$ cat config.mk
export PLATFORM = sky130hd
export DESIGN_NAME = led_cmd_ctrl
export DESIGN_NICKNAME = d
export VERILOG_FILES = /design/src/rtl/led_cmd_ctrl.sv
export SDC_FILE = /design/constraint.sdc
export NUM_CORES = 1
export LEC_CHECK = 0
export ABC_AREA = 1
export CAP_MARGIN = 20
export CORE_ASPECT_RATIO = 0.8
export CORE_MARGIN = 5
export CORE_UTILIZATION = 40
export CTS_CLUSTER_SIZE = 8
export DETAILED_ROUTE_END_ITERATION = 7
export MAX_ROUTING_LAYER = met4
export SLEW_MARGIN = 10
export SYNTH_ARGS = -nofsm -noshare
export SYNTH_HDL_FRONTEND = slang
export SYNTH_SLANG_ARGS = --single-unit
$ cat constraint.sdc
create_clock -name clk -period 1.87 [get_ports clk]
set_input_delay 0.187 -clock clk [delete_from_list [all_inputs] [get_ports clk]]
set_output_delay 0.187 -clock clk [all_outputs]
set_load 0.05 [all_outputs]
$ cat src/rtl/led_cmd_ctrl.sv
// led_cmd_ctrl: decodes UART receive bytes into per-channel LED enable,
// PWM duty and blink state, with ack/err pulses and a mid-command timeout.
module led_cmd_ctrl #(
    parameter int CHANNELS  = 8,
    parameter int DUTY_BITS = 4,
    parameter int BLINK_DIV = 51_670_000,
    parameter int TIMEOUT   = 10_334_000
) (
    input  logic                clk,
    input  logic                reset_n,
    input  logic [7:0]          rx_data,
    input  logic                rx_valid,
    output logic [CHANNELS-1:0] led,
    output logic [CHANNELS-1:0] enable,
    output logic                cmd_ack,
    output logic                cmd_err
);

    localparam int CH_W = (CHANNELS > 1) ? $clog2(CHANNELS) : 1;
    localparam int TO_W = $clog2(TIMEOUT);
    localparam int BL_W = $clog2(BLINK_DIV);
    localparam logic [7:0]      CH_N   = 8'(CHANNELS);
    localparam logic [TO_W-1:0] TO_MAX = TO_W'(TIMEOUT - 1);
    localparam logic [BL_W-1:0] BL_MAX = BL_W'(BLINK_DIV - 1);

    typedef enum logic [1:0] {
        S_IDLE,
        S_DUTY_CH,
        S_DUTY_VAL,
        S_BLINK_CH
    } state_t;

    state_t                state_reg, state_next;
    logic [CH_W-1:0]       ch_reg, ch_next;
    logic [TO_W-1:0]       to_cnt_reg, to_cnt_next;
    logic [CHANNELS-1:0]   enable_reg, enable_next;
    logic [CHANNELS-1:0]   blink_reg, blink_next;
    logic [DUTY_BITS-1:0]  duty_reg [CHANNELS];
    logic                  duty_we;
    logic [DUTY_BITS-1:0]  pwm_cnt_reg;
    logic [BL_W-1:0]       blink_cnt_reg;
    logic                  phase_reg;
    logic [CHANNELS-1:0]   led_reg, led_next;
    logic                  ack_reg, ack_next;
    logic                  err_reg, err_next;

    // Channel letter decode: upper case selects/turns on, lower case turns off.
    logic [7:0]      up_off, lo_off;
    logic            up_valid, lo_valid;
    logic [CH_W-1:0] up_idx, lo_idx;

    assign up_off   = rx_data - 8'h41;
    assign lo_off   = rx_data - 8'h61;
    assign up_valid = (rx_data >= 8'h41) && (up_off < CH_N);
    assign lo_valid = (rx_data >= 8'h61) && (lo_off < CH_N);
    assign up_idx   = up_off[CH_W-1:0];
    assign lo_idx   = lo_off[CH_W-1:0];

    assign led     = led_reg;
    assign enable  = enable_reg;
    assign cmd_ack = ack_reg;
    assign cmd_err = err_reg;

    // Next-state, command decode and timeout handling.
    always_comb begin
        state_next  = state_reg;
        ch_next     = ch_reg;
        to_cnt_next = to_cnt_reg;
        enable_next = enable_reg;
        blink_next  = blink_reg;
        duty_we     = 1'b0;
        ack_next    = 1'b0;
        err_next    = 1'b0;
        if (state_reg == S_IDLE) begin
            to_cnt_next = '0;
            if (rx_valid) begin
                if (up_valid) begin
                    enable_next[up_idx] = 1'b1;
                    ack_next            = 1'b1;
                end else if (lo_valid) begin
                    enable_next[lo_idx] = 1'b0;
                    ack_next            = 1'b1;
                end else if (rx_data == 8'h40) begin
                    enable_next = '1;
                    ack_next    = 1'b1;
                end else if (rx_data == 8'h60) begin
                    enable_next = '0;
                    blink_next  = '0;
                    ack_next    = 1'b1;
                end else if (rx_data == 8'h23) begin
                    state_next = S_DUTY_CH;
                end else if (rx_data == 8'h2A) begin
                    state_next = S_BLINK_CH;
                end else begin
                    err_next = 1'b1;
                end
            end
        end else if (rx_valid) begin
            // A byte always wins over a timeout expiring in the same cycle.
            to_cnt_next = '0;
            case (state_reg)
                S_DUTY_CH: begin
                    if (up_valid) begin
                        ch_next    = up_idx;
                        state_next = S_DUTY_VAL;
                    end else begin
                        err_next   = 1'b1;
                        state_next = S_IDLE;
                    end
                end
                S_DUTY_VAL: begin
                    duty_we    = 1'b1;
                    ack_next   = 1'b1;
                    state_next = S_IDLE;
                end
                default: begin
                    if (up_valid) begin
                        blink_next[up_idx] = ~blink_reg[up_idx];
                        ack_next           = 1'b1;
                    end else begin
                        err_next = 1'b1;
                    end
                    state_next = S_IDLE;
                end
            endcase
        end else if (to_cnt_reg == TO_MAX) begin
            to_cnt_next = '0;
            err_next    = 1'b1;
            state_next  = S_IDLE;
        end else begin
            to_cnt_next = to_cnt_reg + 1'b1;
        end
    end

    // Per-channel LED drive: enable, PWM compare and blink gating.
    genvar gi;
    generate
        for (gi = 0; gi < CHANNELS; gi++) begin : g_led
            assign led_next[gi] = enable_reg[gi]
                                & (pwm_cnt_reg < duty_reg[gi])
                                & (~blink_reg[gi] | phase_reg);
        end
    endgenerate

    // FSM and command state registers.
    always_ff @(posedge clk or negedge reset_n) begin
        if (!reset_n) begin
            state_reg  <= S_IDLE;
            ch_reg     <= '0;
            to_cnt_reg <= '0;
            enable_reg <= '0;
            blink_reg  <= '0;
            ack_reg    <= 1'b0;
            err_reg    <= 1'b0;
        end else begin
            state_reg  <= state_next;
            ch_reg     <= ch_next;
            to_cnt_reg <= to_cnt_next;
            enable_reg <= enable_next;
            blink_reg  <= blink_next;
            ack_reg    <= ack_next;
            err_reg    <= err_next;
        end
    end

    // Duty registers; only the latched target channel is written.
    always_ff @(posedge clk or negedge reset_n) begin
        if (!reset_n) begin
            for (int i = 0; i < CHANNELS; i++) begin
                duty_reg[i] <= '1;
            end
        end else begin
            for (int i = 0; i < CHANNELS; i++) begin
                if (duty_we && (ch_reg == CH_W'(i))) begin
                    duty_reg[i] <= rx_data[DUTY_BITS-1:0];
                end
            end
        end
    end

    // Free-running PWM counter, blink divider and blink phase.
    always_ff @(posedge clk or negedge reset_n) begin
        if (!reset_n) begin
            pwm_cnt_reg   <= '0;
            blink_cnt_reg <= '0;
            phase_reg     <= 1'b1;
        end else begin
            pwm_cnt_reg <= pwm_cnt_reg + 1'b1;
            if (blink_cnt_reg == BL_MAX) begin
                blink_cnt_reg <= '0;
                phase_reg     <= ~phase_reg;
            end else begin
                blink_cnt_reg <= blink_cnt_reg + 1'b1;
            end
        end
    end

    // Registered LED outputs.
    always_ff @(posedge clk or negedge reset_n) begin
        if (!reset_n) begin
            led_reg <= '0;
        end else begin
            led_reg <= led_next;
        end
    end

endmodule

==> reports/qor.yml <==
dieArea_sq_mm: 0.0197
synth_cells: 841
power_frac_clock_pct: 47.0
clk_root_buffer_cell: "clkbuf_16"
cp_cell_sequence: "clkdlybuf4s50_1"
relSlewSlack_pct: 66.0
p_total_mw: 7.12
nets: 959
pin_count: 29
grt_usage_pct: 18.2
layout_common_cells: "nand2_1, inv_1, nor2_1"
grt_pass1_vias: 5422
initial_core_util_pct: 40.9
rrSetupSlack_ps: 140
worstPathArrival_ps: 1620
die_height_um: 127
finalCritPeriodShare_pct: 96.4
h-tree-depth: 4
setup_viol: 0
crit_path_start_kind: "flop"
drc: 0
yosys_warnings: 0
cp.depth: 1
rsz0062_at_grt: "yes"
clockBufferDepth: 2
setup.worst_path.end: "enable[7]"
drive_gt1_share_pct: 16.8
hp-class: "in -> async"
avgSynthCellArea_sq_um: 8.07
power_density_mw_per_mm2: 864
r2r-start: "state_reg[1]"
largest_reg_flops: 32
via_per_inst: 4.96
required_ps: 1680
hold_slack_ps: 226
grt_first_pass_wirelength_mm: 27.9
yosys.cell_types.count: 41
p_leak_nw: 3.82
fin_cells: 1148
fin_crit_ps: 1800
critPathLaunch: "enable[7]"
max-cap-violations: 0
end_kind: "output pin"
num-fill-cells: 1617
grt_max_degree: 45
netSwitchingFraction_pct: 26.6
drt_wl_total_mm: 16.5
place_inst: 1112
crit_type: "reg -> out"
power_switching_mw: 1.89
wl_per_cell_um: 14.4
first_pass_iters: 6
intPower_mw: 5.23
fin_skew_ps: 6.44
antenna_found_initial: 0
tns_ps: 0
synthesis.nets: 885
max_stage_delay_ps: 810
dp_hpwl_mm: 12.1
path_buf_inv: 1
core-area_sq_mm: 0.0166
yosysSeqAreaShare_pct: 44.1
rr_worst_depth: 10
clk_latency_ps: 430
synth_seq_cells: 118
hold_viol_final: 0
cts_buffers: 17
critPathMaxFanout: 2
cts_tree: "done"
dpl-instance-area_sq_mm: 0.00755
drt_iter0_drc: 389
fp-row-count: 42
status: "finished clean"
cts.sink_count: 118
peakVddDrop_mv: 0.552
p_comb_share_pct: 14.2
final_common_cell: "nand2_1"
grt-ovfl-total: 0
drv_slew: 0
path_delay_family: "buffers and inverters"
ant_nets: 0
globalplace.congestion: 0.914
io_buffers: 28
num_antenna_cells: 0
area_growth_syn_to_layout_pct: 21.3
synth_area_sq_mm: 0.00679
fmax_mhz: 555
clk_pin_slew_worst_paths_ps: 50
tightest_slew_ps: 508
dieWidth_um: 156
worstReg2RegEnd: "blink_reg[5]"
seq_power_share_pct: 38.8
crit_path_top_delay_cell: "clkdlybuf4s50_1"
vias: 5693
final_area_sq_mm: 0.00824
==> cell families (layout without fill, tap and decap cells) <==
group,Yosys count,in the layout,share of synthesized area [%]
flip-flops,118,118,44.1
XOR/XNOR,31,31,4.00
AND/OR/NAND/NOR,443,443,30.8
buffers and inverters,125,212,7.50
AO/OA/AOI/OAI,91,91,7.54
adder cells (fa/ha/maj),33,33,6.08
==> final cells by class <==
type | instances | area, sq um | area share, %
Clock buffer | 23 | 478 | 5.80
Clock inverter | 9 | 125 | 1.52
Inverter | 110 | 415 | 5.04
Multi-Input combinational cell | 598 | 3320 | 40.3
Sequential cell | 118 | 2990 | 36.3
Tap cell | 220 | 275 | 3.34
Timing Repair Buffer | 70 | 634 | 7.70
==> what timing repair did <==
item                                   4_1_cts  5_1_grt
setup endpoints to repair                    4       37
pin swaps                                    0        3
setup buffers                                0        3
cloned                                       0        0
gates resized for setup                      4       10
hold buffers                                 1        0
endpoints found under the hold margin       23        0
==> synthesized netlist by cell type (all sizes together) <==
library cell / n / area share [%]
o21ai: 49 / 3.7
nand3b: 1 / 0.29
dfstp: 33 / 13
a21boi: 8 / 0.88
nand2: 203 / 11
nor3: 22 / 2.2
clkinv: 1 / 0.055
inv: 109 / 6.0
o21bai: 1 / 0.11
xor2: 24 / 3.1
xnor2: 7 / 0.90
nand3: 71 / 5.7
o31ai: 1 / 0.11
buf: 11 / 1.2
o211ai: 8 / 0.88
a31oi: 2 / 0.18
ha: 33 / 6.1
nand4: 31 / 3.0
nor2: 98 / 6.4
a21oi: 20 / 1.5
nor3b: 5 / 0.55
o22ai: 1 / 0.092
dfrtp: 85 / 31
a31o: 1 / 0.13
clkbuf: 4 / 0.22
nor4: 12 / 1.1
==> per-stage QoR <==
stage / setup WS, ps / util [%]
2_1_floorplan: 27.0 / -
3_3_place_gp: -210 / 45.5
6_report: 66.9 / 49.6
4_1_cts: 0.182 / 49.2
3_5_place_dp: -267 / 45.5
5_1_grt: -100 / 49.6
==> how the worst min path moves through the flow <==
stage            start                to  slack, ps  cells after the start
2_1_floorplan  reset_n  blink_cnt_reg[0]       -110                      0
3_3_place_gp   reset_n         enable[6]        130                      1
3_5_place_dp   reset_n         enable[6]        130                      1
4_1_cts        reset_n         enable[6]        220                      2
5_1_grt        reset_n         enable[0]        260                      2
6_report       reset_n         enable[6]        230                      2
==> worst register-to-register path, delay by kind of cell, from the launching register on <==
kind	cells	cell delay (ps)
and+or+nand+nor	5	430
DFF	1	390
adders and majority gates	1	240
buffers and inverters	4	580
==> power by group through the flow <==
stage / combinational [mW] / clock [mW] / sequential (mW)
finish: 1.01 / 3.35 / 2.76
global route: 1.13 / 3.51 / 2.77
CTS: 0.974 / 3.40 / 2.76
detailed placement: 0.969 / 0 / 2.80
global placement: 0.965 / 0 / 2.80
floorplan: 0.551 / 0 / 2.84
==> routing by layer <==
layer | vias to the layer above | global-route usage (%) | share of wire (%)
met5 | - | - | 0
met3 | 27 | 4.05 | 4.9
met1 | 2633 | 26.1 | 50
met2 | 128 | 25.0 | 43
li1 | 2905 | - | -
met4 | 0 | 7.05 | 2.3
No activity file was read; power rests on OpenSTA's default activity.
